### src/rtl/mux2_pkg.sv
// Shared definitions for the mux2 output deserializer slice.
//   buf_state_t : states of the one-entry output buffer
//   DEF_WIDTH   : default number of samples per word
//   cnt_w()     : width of a counter that must hold 0..width
package mux2_pkg;

  typedef enum logic {
    BUF_EMPTY = 1'b0,
    BUF_FULL  = 1'b1
  } buf_state_t;

  localparam int DEF_WIDTH = 8;

  function automatic int cnt_w(input int width);
    return $clog2(width + 1);
  endfunction

endpackage

### src/rtl/mux2_bit_collector.sv
// Serial-to-parallel collector for the mux output bit.
//   clk, rst   : clock, synchronous active-high reset
//   y_in       : serial sample
//   bit_valid  : take y_in this cycle
//   clear      : drop partial word (wins over bit_valid)
//   bit_count  : samples collected toward the current word
//   done       : this cycle's sample completes a word
//   word_next  : the completed word, including the current y_in
module mux2_bit_collector
  import mux2_pkg::*;
#(
  parameter int WIDTH     = DEF_WIDTH,
  parameter bit LSB_FIRST = 1'b1,
  localparam int CW       = cnt_w(WIDTH)
) (
  input  logic             clk,
  input  logic             rst,
  input  logic             y_in,
  input  logic             bit_valid,
  input  logic             clear,
  output logic [CW-1:0]    bit_count,
  output logic             done,
  output logic [WIDTH-1:0] word_next
);

  logic [WIDTH-1:0] shift_q;
  logic             take;

  assign take = bit_valid && !clear;

  // First sample must end in bit 0 for LSB-first, so new bits enter at the
  // MSB and migrate down; MSB-first is the mirror image.
  always_comb begin
    word_next = LSB_FIRST ? {y_in, shift_q[WIDTH-1:1]}
                          : {shift_q[WIDTH-2:0], y_in};
  end

  assign done = take && (bit_count == CW'(WIDTH - 1));

  // NOTE: sequential state uses non-blocking assignments so every register
  // sees pre-edge values regardless of statement order.
  always_ff @(posedge clk) begin
    if (rst || clear) begin
      shift_q   <= '0;
      bit_count <= '0;
    end else if (take) begin
      shift_q   <= word_next;
      bit_count <= done ? '0 : bit_count + CW'(1);
    end
  end

endmodule

### src/rtl/mux2_out_deserializer.sv
// Deserializer behind the 2:1 mux: gathers WIDTH samples of y into a word
// and holds it in a one-entry valid/ready buffer with sticky overflow.
//   clk, rst    : clock, synchronous active-high reset
//   y_in        : mux output bit
//   bit_valid   : sample y_in this cycle
//   clear       : reset collector and overflow; held word kept
//   word_data   : held word
//   word_valid  : word_data is unaccepted
//   word_ready  : consumer accepts when word_valid && word_ready
//   bit_count   : samples collected toward the current word
//   overflow    : sticky, a completed word was dropped
module mux2_out_deserializer
  import mux2_pkg::*;
#(
  parameter int WIDTH     = DEF_WIDTH,
  parameter bit LSB_FIRST = 1'b1,
  localparam int CW       = cnt_w(WIDTH)
) (
  input  logic             clk,
  input  logic             rst,
  input  logic             y_in,
  input  logic             bit_valid,
  input  logic             clear,
  output logic [WIDTH-1:0] word_data,
  output logic             word_valid,
  input  logic             word_ready,
  output logic [CW-1:0]    bit_count,
  output logic             overflow
);

  buf_state_t       state;
  logic             done;
  logic [WIDTH-1:0] word_next;
  logic             accept;

  mux2_bit_collector #(
    .WIDTH    (WIDTH),
    .LSB_FIRST(LSB_FIRST)
  ) u_collector (
    .clk      (clk),
    .rst      (rst),
    .y_in     (y_in),
    .bit_valid(bit_valid),
    .clear    (clear),
    .bit_count(bit_count),
    .done     (done),
    .word_next(word_next)
  );

  assign word_valid = (state == BUF_FULL);
  assign accept     = word_valid && word_ready;

  // NOTE: only control and data registers are reset here; there is no
  // memory array, so every flop gets a defined reset value.
  always_ff @(posedge clk) begin
    if (rst) begin
      state     <= BUF_EMPTY;
      word_data <= '0;
      overflow  <= 1'b0;
    end else begin
      unique case (state)
        BUF_EMPTY: begin
          if (done) begin
            word_data <= word_next;
            state     <= BUF_FULL;
          end
        end
        BUF_FULL: begin
          if (done && accept) begin
            word_data <= word_next;     // slot frees and refills on one edge
          end else if (done) begin
            overflow  <= 1'b1;          // new word dropped, old one kept
          end else if (accept) begin
            state     <= BUF_EMPTY;     // word_data intentionally left as is
          end
        end
        default: state <= BUF_EMPTY;
      endcase
      // done is already masked by clear, so this never races a new overflow.
      if (clear) overflow <= 1'b0;
    end
  end

endmodule

### config.mk
export PLATFORM = sky130hd
export DESIGN_NAME = mux2_out_deserializer
export DESIGN_NICKNAME = d
export VERILOG_FILES = /design/src/rtl/mux2_pkg.sv /design/src/rtl/mux2_bit_collector.sv /design/src/rtl/mux2_out_deserializer.sv
export SDC_FILE = /design/constraint.sdc
export NUM_CORES = 1
export LEC_CHECK = 0
export BUFFER_PORTS_ARGS = -buffer_cell sky130_fd_sc_hd__buf_2
export CORE_AREA = 2 2 58 60
export DETAILED_ROUTE_END_ITERATION = 7
export DIE_AREA = 0 0 60 62
export HOLD_SLACK_MARGIN = 0.08
export SLEW_MARGIN = 20
export SYNTH_ARGS = -nofsm -noshare
export SYNTH_HDL_FRONTEND = slang
export SYNTH_SLANG_ARGS = --single-unit
### constraint.sdc
create_clock -name clk -period 1.4 [get_ports clk]
set_input_delay 0.14 -clock clk [delete_from_list [all_inputs] [get_ports clk]]
set_output_delay 0.14 -clock clk [all_outputs]
set_load 0.01 [all_outputs]
Yosys cells after proc, flatten, opt, wreduce, memory -nomap -nowiden:

Index checks and enable logic that the tools add are counted.

* bits in registers: 22
* bits in latches: 0
* memory bits (writable): 0
* bits in read-only memories: 0
* input bits: 6
* output and inout bits: 14
* word-level logic and storage cells: 29
* memories: 0

* $add $sub $neg: 1
* multiply operators: 0
* divide/modulo/power cells: 0
* $lt $le $gt $ge: 0
* equal/unequal tests: 3
* shift-type cells: 0
* multiplexer cells: 9
* bitwise operators: 2
* reduce and logical (&&, ||, !) cells: 9

Operators with widths (number)
* 8-bit 2-to-1 mux: 2
* 8-bit case mux with 2 select lines: 1
* 4-bit by 1-bit adder with 4-bit output (second input constant): 1
* 4-bit by 3-bit equality test with 1-bit output (second input constant): 1
* 1-bit logical AND: 4
* 1-bit 2-to-1 mux: 4
* 4-bit 2-to-1 mux: 1
* 3-bit AND reduction: 1
* 2-bit by 1-bit != test with 1-bit output (second input constant): 1
* 2-bit != test (second input constant): 1
* 1-bit inverter: 2
* 1-bit case mux with 2 select lines: 1
* 2-bit AND reduction: 1
* 2-bit OR reduction: 1
* 1-bit logical NOT: 1
* 1-bit logical OR: 1

Depth between registers and ports, before layout:

Gate-level depths: netlist of run 1.

* depth after elaboration: 6
* depth in mapped cells: 5
* depth with buffers taken out: 4

Hierarchy:

Synthesis of run 1 repeated with hierarchy kept, for this count alone.

* cell total of the unflattened synthesis: 86
* area, all modules: 913.4 µm²

Modules (own cells, without submodules)
* mux2_bit_collector: instances 1, cells an instance 44, area each 476.7 µm², sequential area each 220.2 µm²
* mux2_out_deserializer: instances 1, cells an instance 42, area each 436.7 µm², sequential area each 200.2 µm²

Least setup slack after synthesis of run 1:

OpenSTA, ideal clock, no wires.

* path kind: flip-flop to flip-flop
* from: register u_collector.bit_count[0]
* to: register word_data[0]
* setup time: 0.072 ns
* data arrival time: 1.228 ns
* required time: 1.328 ns
* path slack: 0.100 ns
* stages on the path, launching flop included: 6
* clock period less this slack: 1.300 ns
* path through: dfxtp_1 -> ha_1 -> nand2b_1 -> nor3b_1 -> buf_4 -> mux2i_1

* longest elaborated chain between the ends: 5
* elaborated cells on any way between the ends: 6
* those cells by class: eq/ne (3); reduce/logical (3)

RTL lines
* start: declaration: RTL line mux2_bit_collector.sv:21 `output logic [CW-1:0] bit_count,`
* start signal: assignment: RTL line mux2_bit_collector.sv:48 `bit_count <= done ? '0 : bit_count + CW'(1);`
* 4-bit by 3-bit equality test with 1-bit output *: RTL line mux2_bit_collector.sv:38 `assign done = take && (bit_count == CW'(WIDTH - 1));`
* 1-bit logical AND *: RTL line mux2_bit_collector.sv:38
* 1-bit logical AND: RTL line mux2_out_deserializer.sv:69 `if (done && accept) begin`
* 2-bit by 1-bit != test with 1-bit output (no line)
* 2-bit AND reduction (no line) *
* end signal: assignment: RTL line mux2_out_deserializer.sv:64 `word_data <= word_next;`
* end signal: assignment: RTL line mux2_out_deserializer.sv:70 `word_data <= word_next;`
* end: declaration: RTL line mux2_out_deserializer.sv:24 `output logic [WIDTH-1:0] word_data,`

Every way passes the cells marked *; elsewhere a longest branch is shown, timed or not.
A chain may end at the register's enable or synchronous reset.

Worst setup path in the final report of run 1:

* from: register u_collector.bit_count[1]
* to: register word_data[6]

Same word-level chain as after synthesis.

==> impl_metrics.json, run 1 <==
{
  "critPathKind": "reg -> reg",
  "start_util_pct": 27.5,
  "cts.clk_slew.worst_paths_ns": 0.12,
  "worstSetupStartpoint": "u_collector.bit_count[1]",
  "area_delta_synth_final_pct": 24.0,
  "vdd_drop_max_mv": 0.238,
  "holdCritStartpoint": "y_in",
  "yosys_warnings": 0,
  "grt_pass1_vias": 590,
  "dieHeight_microns": 62,
  "htreeDepth": 1,
  "synth-seq-cells": 21,
  "syn_area_per_cell_sq_um": 10.1,
  "period_needed_ns": 1.27,
  "netlist_instances": 87,
  "wl_mm": 1.55,
  "synth.distinct_cells": 20,
  "outcome": "finished, final reports clean",
  "netlist_area_sq_um": 876,
  "fp.coreArea_sq_um": 3180,
  "tightest_slew_ns": 0.389,
  "cts_buffers": 3,
  "rsz0062_at_grt": "false",
  "clk_latency_ns": 0.31,
  "cts_buffer_depth": 2,
  "whs_path_depth": 3,
  "rows": 21,
  "gp_congestion": 0.677,
  "boundaryPins": 20,
  "skew_ns": 0.00112,
  "place_hpwl_mm": 1.11,
  "start_kind": "flip-flop",
  "drive_gt1_share_pct": 29.1,
  "design_area_sq_um": 1090,
  "die_w_microns": 60,
  "hold_buffers": 0,
  "grt_max_degree": 18,
  "dieArea_sq_um": 3720,
  "slew_headroom_pct": 74.1,
  "via_per_inst": 4.13,
  "period_share_pct": 90.8,
  "antenna_found_initial": 0,
  "endpoint_kind": "flip-flop",
  "synthFlopType": "dfxtp_1",
  "finalPower_mw": 0.953,
  "grtUsageTotal_pct": 9.20,
  "synthArstFlopShare_pct": 0,
  "fmax_ghz": 0.787,
  "r2r-start": "u_collector.bit_count[1]",
  "drt_first_iter_violations": 7,
  "synth-edff-count": 0,
  "io_buffers": 19,
  "max_stage_delay_ns": 0.37,
  "fin_tns_setup_ns": 0,
  "place_area_sq_um": 1040,
  "cp.required_ns": 1.65,
  "p_leak_nw": 0.443,
  "power_density_nw_per_um2": 878,
  "syn_nets": 94,
  "cp_max_fo": 8,
  "cts.sinks": 21,
  "grt_pass1_wl_mm": 2.42,
  "post_drt_wl_per_cell_microns": 9.94,
  "ff2ff_path_depth": 5,
  "cts_setup_buffers": 0,
  "overflow": 0,
  "root_buffer": "clkbuf_4",
  "cp.arrival_ns": 1.52,
  "antenna_left": 0,
  "timing.hold.ws_ns": 0.0952,
  "yosysSeqAreaShare_pct": 48.0,
  "firstDrtPassIters": 2,
  "setup_viol": 0,
  "worst_path_max_delay_cell": "dfxtp_2",
  "route.detailed.drc": 0,
  "finish.utilization_pct": 34.2,
  "hold_class": "in -> reg",
  "final_nets": 118,
  "drv_cap": 0,
  "cp_cell_sequence": "ha_2 > nand2b_4 > nor3b_2 > buf_6 > mux2i_1",
  "finalMaxSlewViolations": 0,
  "timing_hold_violations_final": 0,
  "cts_resized": 0,
  "num_vias": 645,
  "cts_tree": "built",
  "diodes": 0
}
[layer usage]
metal	wire length (microns)	part of all wire (%)	vias up	track usage (%)
li1	-	-	338	-
met1	713	46	291	9.97
met2	752	48	12	15.5
met3	38	2.5	4	1.24
met4	46	3.0	0	8.57
met5	0	0	-	0
[metrics by stage]
step	setup WS [ns]	std cells
6_report	0.129	156
5_1_grt	0.0106	156
4_1_cts	0.0193	156
3_5_place_dp	0.0358	152
3_3_place_gp	0.102	152
2_1_floorplan	0.100	87
[sequential cells by signal (all words and copies together), names as in the netlist]
register	count
word_data	8
u_collector.bit_count	4
word_valid	1
u_collector.shift_q	7
overflow	1
[critical path: cells and delay by family, from the launching register on]
family	cells	cell delay, ns
adder cells (fa/ha/maj)	1	0.22
buffers and inverters	1	0.18
flip-flops	1	0.37
multiplexers	1	0.19
AND/OR/NAND/NOR	2	0.26
[kinds of logic (layout without fill, tap and decap cells)]
logic type               count (synthesis)  count (layout)  synth area share, %
AO/OA/AOI/OAI                            6               6                 3.43
XOR/XNOR                                 1               1                 1.00
adder cells (fa/ha/maj)                  1               1                 1.43
buffers and inverters                    5              28                 2.71
multiplexers                            16              16                 18.3
AND/OR/NAND/NOR                         37              37                 25.1
flip-flops                              21              21                 48.0
[cells in the final DEF, fill, tap and decap left out, drive strengths merged]
cell type,instances
clkinv,1
nand3b,1
or4,1
nor2b,1
inv,1
a21oi,4
o21ai,2
xor2,1
nand2b,19
nor2,9
clkbuf,3
dfxtp,21
or3,1
or2,2
nand2,2
ha,1
nor3b,1
buf,23
mux2i,16
[cell usage after synthesis (2+ instances only)]
library cell / number / share of area, %
dfxtp_1: 21 / 48
nor2_1: 9 / 3.9
nand2b_1: 19 / 14
a21oi_1: 4 / 2.3
clkbuf_1: 2 / 0.86
or2_1: 2 / 1.4
nand2_1: 2 / 0.86
mux2i_1: 16 / 18
[area by class of cell]
cell class                      instances  area, sq um
Fill cell                             353         2090
Clock buffer                            3         22.5
Tap cell                               46         57.6
Sequential cell                        21          422
Inverter                                1         3.75
Timing Repair Buffer                   23          129
Clock inverter                          1         5.00
Multi-Input combinational cell         61          447
[report_power, final]
part | total (mW) | leakage, nW | switching, mW | internal, mW
registers | 0.602 | 0.170 | 0.00208 | 0.600
clock network | 0.294 | 0.0177 | 0.187 | 0.107
logic | 0.0567 | 0.255 | 0.0272 | 0.0295
[final timing paths]
check                                              end  slack (ns)
worst min register to register                overflow        0.46
worst min-delay path            u_collector.shift_q[7]         0.1
worst max register to register            word_data[6]        0.13
worst max-delay path                      word_data[6]        0.13
Note: power is estimated with default switching activity, not from simulation.
==> run 2, diff against run 1 <==
--- a/config.mk
+++ b/config.mk
@@ -6,10 +6,11 @@
 export NUM_CORES = 1
 export LEC_CHECK = 0
 export BUFFER_PORTS_ARGS = -buffer_cell sky130_fd_sc_hd__buf_2
-export CORE_AREA = 2 2 58 60
+export CORE_AREA = 2 2 45 47
 export DETAILED_ROUTE_END_ITERATION = 7
-export DIE_AREA = 0 0 60 62
+export DIE_AREA = 0 0 47 49
 export HOLD_SLACK_MARGIN = 0.08
+export PLACE_DENSITY = 0.73
 export SLEW_MARGIN = 20
 export SYNTH_ARGS = -nofsm -noshare
 export SYNTH_HDL_FRONTEND = slang
==> impl_metrics.json, run 2 (synthesis results as in run 1) <==
{
  "route.detailed.drc": 0,
  "power_density_nw_per_um2": 882,
  "largest_register_ffs": 8,
  "gp_congestion": 0.759,
  "cp.arrival_ns": 1.49,
  "rows": 16,
  "worst_path_max_delay_cell": "dfxtp_2",
  "holdCritStartpoint": "y_in",
  "timing_hold_violations_final": 0,
  "diodes": 0,
  "overflow": 0,
  "fin_tns_setup_ns": 0,
  "dieHeight_microns": 49,
  "grt_max_degree": 19,
  "endpoint_kind": "flip-flop",
  "p_switching_mw": 0.203,
  "cp_max_fo": 8,
  "wl_mm": 1.40,
  "rsz0062_at_grt": "false",
  "cellInternalPower_mw": 0.735,
  "worstSetupStartpoint": "u_collector.bit_count[0]",
  "area_delta_synth_final_pct": 21.4,
  "hold_class": "in -> reg",
  "place_inst": 132,
  "slew_headroom_pct": 72.5,
  "root_buffer": "clkbuf_4",
  "num_vias": 621,
  "start_util_pct": 47.6,
  "start_kind": "flip-flop",
  "antenna_left": 0,
  "setup_viol": 0,
  "final_cell_mix": "19 x buf_2, 19 x dfxtp_1, 18 x nand2b_1, 16 x mux2i_1, 9 x nor2_1",
  "tightest_slew_ns": 0.412,
  "clk_latency_ns": 0.30,
  "cts.clk_slew.worst_paths_ns": 0.12,
  "drv_cap": 0,
  "cts_buffers": 3,
  "grt_pass1_wl_mm": 2.33,
  "grt_pass1_vias": 539,
  "grtUsageMet2_pct": 20.5,
  "die_w_microns": 47,
  "post_drt_wl_per_cell_microns": 10.2,
  "drive_gt1_share_pct": 30.0,
  "cts_buffer_depth": 2,
  "cts.sinks": 21,
  "period_needed_ns": 1.25,
  "largestRegisters": "word_data (8), u_collector.shift_q (7), u_collector.bit_count (4)",
  "htreeDepth": 1,
  "period_share_pct": 89.5,
  "hold_buffers": 0,
  "top_register": "word_data",
  "outcome": "finished, final reports clean",
  "timing.hold.ws_ns": 0.111,
  "top_usage_layer": "met2",
  "p_leak_nw": 0.444,
  "antenna_found_initial": 0,
  "drt_first_iter_violations": 10,
  "power_frac_seq_pct": 64.3,
  "pwr-share-clk_pct": 29.9,
  "io_buffers": 19,
  "grtUsageTotal_pct": 14.0,
  "firstDrtPassIters": 4,
  "via_per_inst": 4.53,
  "grt_util_met1_pct": 18.6,
  "finalPower_mw": 0.938,
  "design_area_sq_um": 1060,
  "vdd_drop_max_mv": 0.429,
  "cts_tree": "built",
  "met3_usage_pct": 4.44,
  "finalMaxSlewViolations": 0,
  "fmax_ghz": 0.798,
  "place_area_sq_um": 1010,
  "fp.coreArea_sq_um": 1840,
  "place_hpwl_mm": 1.02,
  "critPathKind": "reg -> reg",
  "skew_ns": 0.00812,
  "dieArea_sq_um": 2300,
  "final_nets": 118,
  "cp_cell_sequence": "ha_2 > nand2b_4 > nor3b_2 > buf_6 > mux2i_1",
  "netSwitchingFraction_pct": 21.6,
  "cp.required_ns": 1.63,
  "max_stage_delay_ns": 0.35,
  "r2r-start": "u_collector.bit_count[0]",
  "fin_cells": 137,
  "comb_power_share_pct": 5.9,
  "boundaryPins": 20
}
==> run 2: cell counts in the layout (fill, tap and decap cells not counted) <==
Identical to the previous run, type by type.
==> run 2: layout make-up <==
cell class	count	area [sq um]
Clock buffer	3	22.5
Clock inverter	1	5.00
Fill cell	179	778
Inverter	1	3.75
Multi-Input combinational cell	61	447
Sequential cell	21	423
Tap cell	27	33.8
Timing Repair Buffer	23	129
==> run 2: metrics by stage <==
| step | utilization (%) | setup WS, ns |
|---|---|---|
| CTS | 56.2 | 0.0138 |
| floorplan | - | 0.100 |
| global placement | 54.7 | 0.115 |
| global route | 57.7 | 0.0279 |
| finish | 57.7 | 0.147 |
| detailed placement | 54.7 | 0.0420 |
==> run 2: worst paths after layout <==
check / endpoint / slack [ns] / cells past startpoint
worst max-delay path: word_data[6] / 0.15 / 5
worst min-delay path: u_collector.shift_q[7] / 0.11 / 3
worst max register to register: word_data[6] / 0.15 / 5
worst min register to register: overflow / 0.46 / 2
==> run 2: worst max-delay path, delay by kind of cell (launching register included) <==
family	cells	cell delay (ns)
buffers and inverters	1	0.17
adders and majority gates	1	0.21
DFF	1	0.35
and+or+nand+nor	2	0.26
muxes	1	0.20
==> run 2: metal layers <==
layer / wire length, microns / share of wire [%]
met1: 708 / 51
met2: 647 / 46
met3: 43 / 3.1
met4: 0 / 0
met5: 0 / 0
==> run 2: power by group through the flow <==
stage / clock (mW) / sequential, mW / combinational (mW)
floorplan: 0 / 0.617 / 0.0335
global placement: 0 / 0.616 / 0.0537
finish: 0.280 / 0.603 / 0.0551
global route: 0.328 / 0.603 / 0.0602
detailed placement: 0 / 0.616 / 0.0542
CTS: 0.293 / 0.602 / 0.0542
==> run 2: what timing repair did <==
action / in CTS / in global routing
gates resized for setup: 0 / 6
setup endpoints to repair: 0 / 8
setup buffers: 0 / 1
